**src/rtl/serv_bus_arbiter_if.sv**
```systemverilog
// Bus bundle between the core's ibus/dbus, the arbiter and the shared Wishbone port.
// The arbiter uses the slave view; the core/memory side uses the master view.
interface serv_bus_arbiter_if;
  logic [31:0] ibus_adr;
  logic        ibus_cyc;
  logic [31:0] ibus_rdt;
  logic        ibus_ack;
  logic        ibus_err;

  logic [31:0] dbus_adr;
  logic [31:0] dbus_dat;
  logic [3:0]  dbus_sel;
  logic        dbus_we;
  logic        dbus_cyc;
  logic [31:0] dbus_rdt;
  logic        dbus_ack;
  logic        dbus_err;

  logic [31:0] wb_adr;
  logic [31:0] wb_dat;
  logic [3:0]  wb_sel;
  logic        wb_we;
  logic        wb_cyc;
  logic [31:0] wb_rdt;
  logic        wb_ack;

  modport slave (
    input  ibus_adr, ibus_cyc,
    input  dbus_adr, dbus_dat, dbus_sel, dbus_we, dbus_cyc,
    input  wb_rdt, wb_ack,
    output ibus_rdt, ibus_ack, ibus_err,
    output dbus_rdt, dbus_ack, dbus_err,
    output wb_adr, wb_dat, wb_sel, wb_we, wb_cyc
  );

  modport master (
    output ibus_adr, ibus_cyc,
    output dbus_adr, dbus_dat, dbus_sel, dbus_we, dbus_cyc,
    output wb_rdt, wb_ack,
    input  ibus_rdt, ibus_ack, ibus_err,
    input  dbus_rdt, dbus_ack, dbus_err,
    input  wb_adr, wb_dat, wb_sel, wb_we, wb_cyc
  );
endinterface

```
**src/rtl/serv_bus_arbiter.sv**
```systemverilog
// Shares one Wishbone-classic port between instruction and data buses with
// round-robin tie-break, grant locking until ack/abort, and a timeout watchdog.
module serv_bus_arbiter #(
  parameter int TIMEOUT = 255,
  parameter int TO_W    = 8
) (
  input  logic               clk,
  input  logic               i_rst_n,
  serv_bus_arbiter_if.slave  bus
);

  typedef enum logic [1:0] {IDLE, GNT_I, GNT_D} state_t;

  localparam logic [TO_W-1:0] TO_LAST = TO_W'((TIMEOUT > 0) ? TIMEOUT - 1 : 0);

  state_t          state;
  logic            last_dbus;
  logic [TO_W-1:0] to_cnt;

  logic            pick_d;
  logic            pick_i;
  logic            use_d;
  logic            owner_cyc;
  logic            to_hit;
  logic [31:0]     ld_adr;
  logic [31:0]     ld_dat;
  logic [3:0]      ld_sel;
  logic            ld_we;

  function automatic logic [TO_W-1:0] to_sat_inc(input logic [TO_W-1:0] v);
    return (&v) ? v : v + TO_W'(1);
  endfunction

  // On a tie the requester that did not win last time is granted.
  assign pick_d = bus.dbus_cyc & (~bus.ibus_cyc | ~last_dbus);
  assign pick_i = bus.ibus_cyc & ~pick_d;

  assign use_d     = (state == IDLE) ? pick_d : (state == GNT_D);
  assign owner_cyc = (state == GNT_I) ? bus.ibus_cyc : bus.dbus_cyc;
  assign to_hit    = (TIMEOUT > 0) && (to_cnt == TO_LAST);

  // Port fields always come from exactly one master; ibus is a fixed word read.
  assign ld_adr = use_d ? bus.dbus_adr : bus.ibus_adr;
  assign ld_dat = use_d ? bus.dbus_dat : 32'h0;
  assign ld_sel = use_d ? bus.dbus_sel : 4'hf;
  assign ld_we  = use_d & bus.dbus_we;

  assign bus.ibus_ack = bus.wb_ack & (state == GNT_I);
  assign bus.dbus_ack = bus.wb_ack & (state == GNT_D);
  assign bus.ibus_rdt = bus.wb_rdt;
  assign bus.dbus_rdt = bus.wb_rdt;

  always_ff @(posedge clk or negedge i_rst_n) begin
    if (!i_rst_n) begin
      state        <= IDLE;
      last_dbus    <= 1'b0;
      to_cnt       <= '0;
      bus.wb_cyc   <= 1'b0;
      bus.wb_we    <= 1'b0;
      bus.wb_adr   <= 32'h0;
      bus.wb_dat   <= 32'h0;
      bus.wb_sel   <= 4'h0;
      bus.ibus_err <= 1'b0;
      bus.dbus_err <= 1'b0;
    end else begin
      bus.ibus_err <= 1'b0;
      bus.dbus_err <= 1'b0;
      case (state)
        IDLE: begin
          to_cnt <= '0;
          if (pick_d || pick_i) begin
            state      <= pick_d ? GNT_D : GNT_I;
            last_dbus  <= pick_d;
            bus.wb_cyc <= 1'b1;
            bus.wb_adr <= ld_adr;
            bus.wb_dat <= ld_dat;
            bus.wb_sel <= ld_sel;
            bus.wb_we  <= ld_we;
          end
        end
        GNT_I, GNT_D: begin
          // Ack beats expiry; an owner that has walked away gets no error.
          if (bus.wb_ack || !owner_cyc) begin
            state      <= IDLE;
            bus.wb_cyc <= 1'b0;
            to_cnt     <= '0;
          end else if (to_hit) begin
            state        <= IDLE;
            bus.wb_cyc   <= 1'b0;
            to_cnt       <= '0;
            bus.ibus_err <= (state == GNT_I);
            bus.dbus_err <= (state == GNT_D);
          end else begin
            to_cnt     <= to_sat_inc(to_cnt);
            bus.wb_adr <= ld_adr;
            bus.wb_dat <= ld_dat;
            bus.wb_sel <= ld_sel;
            bus.wb_we  <= ld_we;
          end
        end
        default: begin
          state      <= IDLE;
          bus.wb_cyc <= 1'b0;
          to_cnt     <= '0;
        end
      endcase
    end
  end

endmodule

```
**src/flat_wrapper.sv**
```systemverilog
// flat-port wrapper written by rule: the top's interface ports become plain ports
module serv_bus_arbiter_flat 
#(
  parameter int TIMEOUT = 255,
  parameter int TO_W    = 8
)
  (clk, i_rst_n, bus_ibus_adr, bus_ibus_cyc, bus_dbus_adr, bus_dbus_dat, bus_dbus_sel, bus_dbus_we, bus_dbus_cyc, bus_wb_rdt, bus_wb_ack, bus_ibus_rdt, bus_ibus_ack, bus_ibus_err, bus_dbus_rdt, bus_dbus_ack, bus_dbus_err, bus_wb_adr, bus_wb_dat, bus_wb_sel, bus_wb_we, bus_wb_cyc);
  serv_bus_arbiter_if bus_i ();
  input  logic clk;
  input  logic i_rst_n;
  input wire logic [$bits(bus_i.ibus_adr)-1:0] bus_ibus_adr;
  input wire logic [$bits(bus_i.ibus_cyc)-1:0] bus_ibus_cyc;
  input wire logic [$bits(bus_i.dbus_adr)-1:0] bus_dbus_adr;
  input wire logic [$bits(bus_i.dbus_dat)-1:0] bus_dbus_dat;
  input wire logic [$bits(bus_i.dbus_sel)-1:0] bus_dbus_sel;
  input wire logic [$bits(bus_i.dbus_we)-1:0] bus_dbus_we;
  input wire logic [$bits(bus_i.dbus_cyc)-1:0] bus_dbus_cyc;
  input wire logic [$bits(bus_i.wb_rdt)-1:0] bus_wb_rdt;
  input wire logic [$bits(bus_i.wb_ack)-1:0] bus_wb_ack;
  output wire logic [$bits(bus_i.ibus_rdt)-1:0] bus_ibus_rdt;
  output wire logic [$bits(bus_i.ibus_ack)-1:0] bus_ibus_ack;
  output wire logic [$bits(bus_i.ibus_err)-1:0] bus_ibus_err;
  output wire logic [$bits(bus_i.dbus_rdt)-1:0] bus_dbus_rdt;
  output wire logic [$bits(bus_i.dbus_ack)-1:0] bus_dbus_ack;
  output wire logic [$bits(bus_i.dbus_err)-1:0] bus_dbus_err;
  output wire logic [$bits(bus_i.wb_adr)-1:0] bus_wb_adr;
  output wire logic [$bits(bus_i.wb_dat)-1:0] bus_wb_dat;
  output wire logic [$bits(bus_i.wb_sel)-1:0] bus_wb_sel;
  output wire logic [$bits(bus_i.wb_we)-1:0] bus_wb_we;
  output wire logic [$bits(bus_i.wb_cyc)-1:0] bus_wb_cyc;
  assign bus_i.ibus_adr = bus_ibus_adr;
  assign bus_i.ibus_cyc = bus_ibus_cyc;
  assign bus_i.dbus_adr = bus_dbus_adr;
  assign bus_i.dbus_dat = bus_dbus_dat;
  assign bus_i.dbus_sel = bus_dbus_sel;
  assign bus_i.dbus_we = bus_dbus_we;
  assign bus_i.dbus_cyc = bus_dbus_cyc;
  assign bus_i.wb_rdt = bus_wb_rdt;
  assign bus_i.wb_ack = bus_wb_ack;
  assign bus_ibus_rdt = bus_i.ibus_rdt;
  assign bus_ibus_ack = bus_i.ibus_ack;
  assign bus_ibus_err = bus_i.ibus_err;
  assign bus_dbus_rdt = bus_i.dbus_rdt;
  assign bus_dbus_ack = bus_i.dbus_ack;
  assign bus_dbus_err = bus_i.dbus_err;
  assign bus_wb_adr = bus_i.wb_adr;
  assign bus_wb_dat = bus_i.wb_dat;
  assign bus_wb_sel = bus_i.wb_sel;
  assign bus_wb_we = bus_i.wb_we;
  assign bus_wb_cyc = bus_i.wb_cyc;
  serv_bus_arbiter #(.TIMEOUT(TIMEOUT), .TO_W(TO_W)) u_core (.clk(clk), .i_rst_n(i_rst_n), .bus(bus_i));
endmodule
```
**config.mk**
```make
export PLATFORM = sky130hd
export DESIGN_NAME = serv_bus_arbiter_flat
export DESIGN_NICKNAME = d
export VERILOG_FILES = /design/src/rtl/serv_bus_arbiter_if.sv /design/src/rtl/serv_bus_arbiter.sv /design/src/flat_wrapper.sv
export SDC_FILE = /design/constraint.sdc
export NUM_CORES = 1
export LEC_CHECK = 0
export ABC_AREA = 1
export BUFFER_PORTS_ARGS = -buffer_cell sky130_fd_sc_hd__buf_2
export CAP_MARGIN = 20
export CORE_MARGIN = 2
export CORE_UTILIZATION = 35
export DETAILED_ROUTE_END_ITERATION = 10
export PLACE_DENSITY = 0.66
export SLEW_MARGIN = 5
export SYNTH_ARGS = -nofsm -noshare
export SYNTH_HDL_FRONTEND = slang
export SYNTH_SLANG_ARGS = --single-unit
```
**constraint.sdc**
```tcl
create_clock -name clk -period 2.32 [get_ports clk]
set_input_delay 0.464 -clock clk [delete_from_list [all_inputs] [get_ports clk]]
set_output_delay 0.464 -clock clk [all_outputs]
set_load 0.05 [all_outputs]
```
==> results.yml, run 1 <==
clock_network:
  ctsResizeCount: 0
  root_buffer: "clkbuf_16"
  clock_latency_ps: 340
  postCtsHoldBufs: 0
  clkTransAtPathRegs_ps: 60
  cts_num_sinks: 83
  cts_htree_levels: 3
  cts_made_buffers: 9
  cts_setup_buffers: 0
  cts_tree: "built"
  cts.path.max_buffers: 2
setup_path:
  end_kind: "flip-flop"
  worstSetupPathType: "reg -> reg"
  cp_common_cell: "nand2_1"
  cp_cell_sequence: "inv_1 > ha_1 > inv_2 > nand2_1 > nand2_2 > nand3b_4 > buf_4 > nand2_1 > nand2_1"
  critical_path_buf_inv_count: 3
  path_delay_family: "simple AND/OR/NAND/NOR gates"
  crit_fanout: 30
  crit_arrival_ps: 2130
  required_ps: 2600
  worst_setup_path_start_kind: "flip-flop"
  cp_slowest_cell: "ha_1"
  slowest_delay_ps: 390
layout:
  fillers: 1393
  fin_nets: 882
  final_cells: 920
  drive_above_1_share_pct: 31.3
  syn2layout_area_growth_pct: 20.1
  insertedDiodeCount: 0
floorplan:
  core-area_mm2: 0.0133
  die_area_mm2: 0.0147
  num_rows: 42
  die_w_um: 121
  initial_core_util_pct: 36.1
  die_y_um: 121
  num_io_pins: 276
timing:
  hold_violations: 0
  worst_pin_slew_ps: 569
  relSlewSlack_pct: 62.1
  period_share_pct: 80.0
  clock.fmax_mhz: 539
  finClkSkew_ps: 8.16
  finalCriticalPeriod_ps: 1860
  setup_viol: 0
  rsz0062_at_grt: "false"
  drv_slew: 0
  setup_tns_ps: 0
synth:
  synth_area_mm2: 0.00479
  ys_async_sr_fraction_pct: 100
  synth-edff-count: 0
  synth_mux_area_share_pct: 0
  synthTopCellsByArea: "dfrtp_1 (43%), nand2_1 (23%), buf_4 (10%)"
  synth-seq-area-share_pct: 43.3
  synth_warnings: 0
  synth_nets: 776
  synth_compound_gate_area_share_pct: 5.69
  yosysMostFrequentCell: "nand2_1"
  netlist_top_cells_count: "nand2_1 (299), dfrtp_1 (83), buf_4 (65)"
  synth_cell_types: 27
  synth_fa_ha_area_share_pct: 1.30
  synth_top_family_by_area: "simple AND/OR/NAND/NOR gates"
  synth_top_cell_area_share_pct: 43.3
  synth_area_leader_cell: "dfrtp_1"
  netlist_instances: 633
  synth-main-ff-cell: "dfrtp_1"
  synth-simple-area-share_pct: 33.7
  synth_seq_cells: 83
  synth-xor-area-share_pct: 0
  synth_area_per_cell_um2: 7.57
placement:
  dpl.hpwl_mm: 8.60
  globalplace.congestion: 0.826
  dp.cells: 904
  io_buffers: 179
grt:
  antenna_found_initial: 0
  grt_use_total_pct: 17.3
  grt_max_degree: 50
  grt_first_pass_wirelength_mm: 19.8
  gr-total-overflow: 0
  grt_pass1_vias: 4048
route:
  drt_iter0_markers: 180
  ant_nets: 0
  drt_wl_total_mm: 12.3
  viasPerCell: 4.58
  drcViolationCount: 0
  firstDrtPassIters: 6
  wire_per_inst_um: 13.4
  vias: 4210
pwr:
  power.leakage_nw: 3.36
  p_per_area_mw_per_mm2: 1810
  peakVddDrop_mv: 0.896
status:
  outcome: "complete, no violations"
flow_run:
  drv_cap: 0
worst_hold_path:
  min_path_type: "in -> async"
## final cells by class
class	count	area, um2	share of cell area, %
Sequential cell	83	2080	36.1
Multi-Input combinational cell	426	1960	34.0
Timing Repair Buffer	190	1020	17.7
Clock buffer	10	239	4.15
Tap cell	176	220	3.83
Clock inverter	6	136	2.37
Inverter	29	109	1.89
## metrics by stage
stage / utilization, % / hold WS [ps] / setup WS (ps) / total power, W / area [um2]
2_1_floorplan: - / 168 / 674 / 0.00755 / 4790
3_3_place_gp: 40.5 / 454 / 505 / 0.00869 / 5380
3_5_place_dp: 40.5 / 460 / 436 / 0.00874 / 5380
4_1_cts: 43.3 / 124 / 427 / 0.0106 / 5760
5_1_grt: 43.3 / 149 / 251 / 0.0112 / 5760
6_report: 43.3 / 109 / 465 / 0.0104 / 5760
## worst paths after layout
check / endpoint / slack, ps / cells past startpoint / startpoint
setup / recovery: u_core.bus.wb_adr[23]$_DFFE_PN0P_ / 460 / 9 / u_core.state[0]$_DFFE_PN0P_
hold / removal: u_core.bus.wb_dat[8]$_DFFE_PN0P_ / 110 / 1 / i_rst_n
setup reg to reg: u_core.bus.wb_adr[23]$_DFFE_PN0P_ / 460 / 9 / u_core.state[0]$_DFFE_PN0P_
hold reg to reg: u_core.bus.wb_cyc$_DFFE_PN0P_ / 470 / 2 / u_core.bus.wb_cyc$_DFFE_PN0P_
max in group asynchronous: u_core.bus.wb_adr[20]$_DFFE_PN0P_ / 1590 / 2 / i_rst_n
min in group clk: u_core.bus.wb_adr[24]$_DFFE_PN0P_ / 400 / 5 / bus_dbus_adr[24]
## cells by family (layout without fill, tap and decap cells)
family / count (synthesis) / count (layout)
and+or+nand+nor: 383 / 383
buffers and inverters: 124 / 235
adders and majority gates: 5 / 5
AOI/OAI and AO/OA: 38 / 38
DFF: 83 / 83
## power by group
group	leakage, nW	switching [W]	total, W	internal (W)
registers	1.07	0.000328	0.00245	0.00213
clock network	0.179	0.000599	0.00179	0.00119
logic	2.10	0.00468	0.00619	0.00152
## cells in the final DEF (no fill, tap or decap)
cell,instances
a21boi_0,33
a21oi_1,1
and3_1,1
buf_12,3
buf_2,178
buf_4,9
bufinv_16,4
clkbuf_16,9
clkbuf_8,1
clkinv_4,1
clkinvlp_4,1
dfrtp_1,83
ha_1,5
inv_1,25
inv_2,4
nand2_1,298
nand2_2,15
nand2_4,1
nand3_1,41
nand3_2,2
nand3_4,1
nand3b_1,1
nand3b_4,1
nand4_1,2
nor2_1,11
nor2_2,1
nor2_4,1
nor2_8,1
nor3_1,6
o21ai_0,4
## sequential cells by signal, summed over array words and instances, names as in the netlist
| name | cells |
|---|---|
| u_core.last_dbus | 1 |
| u_core.bus.dbus_err | 1 |
| u_core.bus.wb_adr | 32 |
| u_core.bus.wb_cyc | 1 |
| u_core.bus.wb_we | 1 |
| u_core.bus.wb_dat | 32 |
| u_core.state | 2 |
| u_core.to_cnt | 8 |
| u_core.bus.wb_sel | 4 |
| u_core.bus.ibus_err | 1 |
## routing by layer
layer	wire [um]	vias to the layer above	GRT usage, %
li1	-	2104	-
met1	5330	1906	20.3
met2	5580	164	28.8
met3	1000	36	4.75
met4	407	0	9.16
met5	0	-	0
## worst reg2reg max path, cell delays in order (launching register included)
cell	delay, ps
dfrtp_1	370
inv_1	70
ha_1	390
inv_2	90
nand2_1	60
nand2_2	120
nand3b_4	160
buf_4	330
nand2_1	120
nand2_1	80
Power figures use the tool's default switching activity.
==> run 2, diff against run 1 <==
--- a/config.mk
+++ b/config.mk
@@ -5,13 +5,13 @@
 export SDC_FILE = /design/constraint.sdc
 export NUM_CORES = 1
 export LEC_CHECK = 0
-export ABC_AREA = 1
+export ABC_AREA = 0
 export BUFFER_PORTS_ARGS = -buffer_cell sky130_fd_sc_hd__buf_2
 export CAP_MARGIN = 20
 export CORE_MARGIN = 2
 export CORE_UTILIZATION = 35
 export DETAILED_ROUTE_END_ITERATION = 10
-export PLACE_DENSITY = 0.66
+export PLACE_DENSITY = 0.7
 export SLEW_MARGIN = 5
 export SYNTH_ARGS = -nofsm -noshare
 export SYNTH_HDL_FRONTEND = slang
==> constraint.sdc (replaced) <==
create_clock -name clk -period 1.6 [get_ports clk]
set_input_delay 0.32 -clock clk [delete_from_list [all_inputs] [get_ports clk]]
set_output_delay 0.32 -clock clk [all_outputs]
set_load 0.05 [all_outputs]
==> results.yml, run 2 <==
synth:
  synth-edff-count: 0
  synth_area_mm2: 0.00450
  synth_nets: 517
  synth_seq_cells: 83
  synth_area_per_cell_um2: 12.0
  synth_compound_gate_area_share_pct: 3.00
  synth_cell_types: 34
  synth_mux_area_share_pct: 25.9
  netlist_top_cells_count: "mux2_2 (92), dfrtp_1 (83), buf_4 (69)"
  synth-simple-area-share_pct: 8.62
  synthTopCellsByArea: "dfrtp_1 (46%), mux2_2 (23%), buf_4 (12%)"
  synth-xor-area-share_pct: 0.974
  synth_warnings: 0
  synth_area_leader_cell: "dfrtp_1"
  synth-main-ff-cell: "dfrtp_1"
  ys_async_sr_fraction_pct: 100
  synth-seq-area-share_pct: 46.2
  synth_top_cell_area_share_pct: 46.2
  netlist_instances: 374
  synth_top_family_by_area: "multiplexers"
  synth_fa_ha_area_share_pct: 1.39
  yosysMostFrequentCell: "mux2_2"
route:
  drt_wl_total_mm: 11.5
  wire_per_inst_um: 16.1
  firstDrtPassIters: 4
  viasPerCell: 4.66
  vias: 3321
  drcViolationCount: 0
  drt_iter0_markers: 112
  ant_nets: 0
layout:
  insertedDiodeCount: 0
  drive_above_1_share_pct: 68.8
  layout_commonest_cell: "buf_2"
  final_cell_mix: "buf_2 (176), dfrtp_1 (82), mux2_4 (58), mux2_2 (40), nor2b_1 (34)"
  top_regs: "u_core.bus.wb_adr: 32 flops, u_core.bus.wb_dat: 32 flops, u_core.to_cnt: 8 flops"
  final_cells: 713
  fin_nets: 679
  syn2layout_area_growth_pct: 40.9
clock_network:
  root_buffer: "clkbuf_16"
  cts_num_sinks: 83
  clock_latency_ps: 340
  postCtsHoldBufs: 0
  cts.path.max_buffers: 2
  cts_made_buffers: 9
  clkTransAtPathRegs_ps: 60
  cts_htree_levels: 3
  cts_tree: "built"
timing:
  whs_ps: -17.3
  finalCriticalPeriod_ps: 2070
  worst_pin_slew_ps: 496
  period_share_pct: 129
  finClkSkew_ps: 8.48
  clock.fmax_mhz: 483
  fin_ws_ps: -472
  drv_slew: 0
  rsz0062_at_grt: "true"
  relSlewSlack_pct: 66.9
  setup_viol: 71
  hold_violations: 6
placement:
  io_buffers: 179
  dpl.hpwl_mm: 7.01
  globalplace.congestion: 0.837
  dp.cells: 677
grt:
  antenna_found_initial: 0
  gr-total-overflow: 0
  grt_use_total_pct: 14.8
  grt_pass1_vias: 3291
  grt_max_degree: 84
  grt_first_pass_wirelength_mm: 16.7
pwr:
  p_per_area_mw_per_mm2: 2270
  power.leakage_nw: 3.25
  peakVddDrop_mv: 0.931
  finalPower_w: 0.0144
setup_path:
  required_ps: 1820
  crit_fanout: 9
  crit_arrival_ps: 2290
  worst_setup_path_start_kind: "flip-flop"
  end_kind: "flip-flop"
  worstSetupPathType: "reg -> reg"
floorplan:
  core-area_mm2: 0.0126
  num_io_pins: 276
  initial_core_util_pct: 35.8
  num_rows: 41
  die_area_mm2: 0.0138
  die_y_um: 117
  die_w_um: 117
worst_hold_path:
  min_path_type: "in -> async"
flow_run:
  drv_cap: 0
status:
  outcome: "finished, violations left"
  violations: "negative hold slack, negative setup slack"
run 2: cell families (layout without fill, tap and decap cells):
kind of cell,after synthesis,count (layout)
AND/OR/NAND/NOR,69,69
multiplexers,102,102
XOR/XNOR,5,5
buffers and inverters,91,258
adder cells (fa/ha/maj),5,5
flip-flops,83,83
AO/OA/AOI/OAI,19,19
run 2: repair_timing:
item,in CTS,in global routing
pin swaps,1,4
resized for setup,43,52
endpoints found under the setup margin,83,81
gates cloned,4,8
buffers inserted,5,5
run 2: cell type report:
cell class              instances  area (um2)
multi-input cells             200        2130
well taps                     172         215
repair buffers                232        1610
flip-flops and latches         83        2080
fillers                      1103        6230
clock inverters                 5        30.0
clock buffers                  11         233
inverters                      10        37.5
run 2: per-layer routing:
layer	share of wire [%]	wire length [um]	up-vias	global-route usage (%)
li1	-	-	1525	-
met1	42	4870	1644	18.4
met2	49	5660	121	24.0
met3	6.0	685	31	3.75
met4	2.2	252	0	7.38
met5	0	0	-	0
run 2: worst paths after layout:
check | startpoint | to | slack [ps] | cells after the start
setup / recovery | u_core.state[1]$_DFFE_PN0P_ | u_core.bus.wb_adr[30]$_DFFE_PN0P_ | -470 | 8
hold / removal | i_rst_n | u_core.state[1]$_DFFE_PN0P_ | -20 | 2
setup reg to reg | u_core.state[1]$_DFFE_PN0P_ | u_core.bus.wb_adr[30]$_DFFE_PN0P_ | -470 | 8
hold reg to reg | u_core.bus.wb_adr[6]$_DFFE_PN0P_ | u_core.bus.wb_adr[6]$_DFFE_PN0P_ | 500 | 1
max in group asynchronous | i_rst_n | u_core.bus.wb_dat[26]$_DFFE_PN0P_ | 1200 | 2
min in group clk | bus_dbus_sel[0] | u_core.bus.wb_sel[0]$_DFFE_PN0P_ | 260 | 3
run 2: power by group:
| group | leakage, nW | total [W] | internal (W) | switching, W |
|---|---|---|---|---|
| clock | 0.125 | 0.00184 | 0.00104 | 0.000799 |
| combinational | 2.09 | 0.00931 | 0.00435 | 0.00497 |
| sequential | 1.04 | 0.00323 | 0.00284 | 0.000389 |
run 2: through the flow:
| step | setup TNS, ps | utilization (%) | worst slack [ps] | instance area, um2 |
|---|---|---|---|---|
| 2_1_floorplan | -23850 | - | -424 | 4550 |
| 3_3_place_gp | -28410 | 42.7 | -435 | 5360 |
| 3_5_place_dp | -32430 | 42.7 | -500 | 5360 |
| 4_1_cts | -29440 | 47.0 | -465 | 5910 |
| 5_1_grt | -35660 | 50.4 | -524 | 6340 |
| 6_report | -30810 | 50.4 | -472 | 6340 |
run 2: critical path, stage by stage (launching register included):
cell and delay, ps:
dfrtp_1 390, inv_2 90, ha_4 140, mux2_4 310, o211a_4 150, a31oi_4 200
buf_12 190, buf_16 150, mux2_2 330
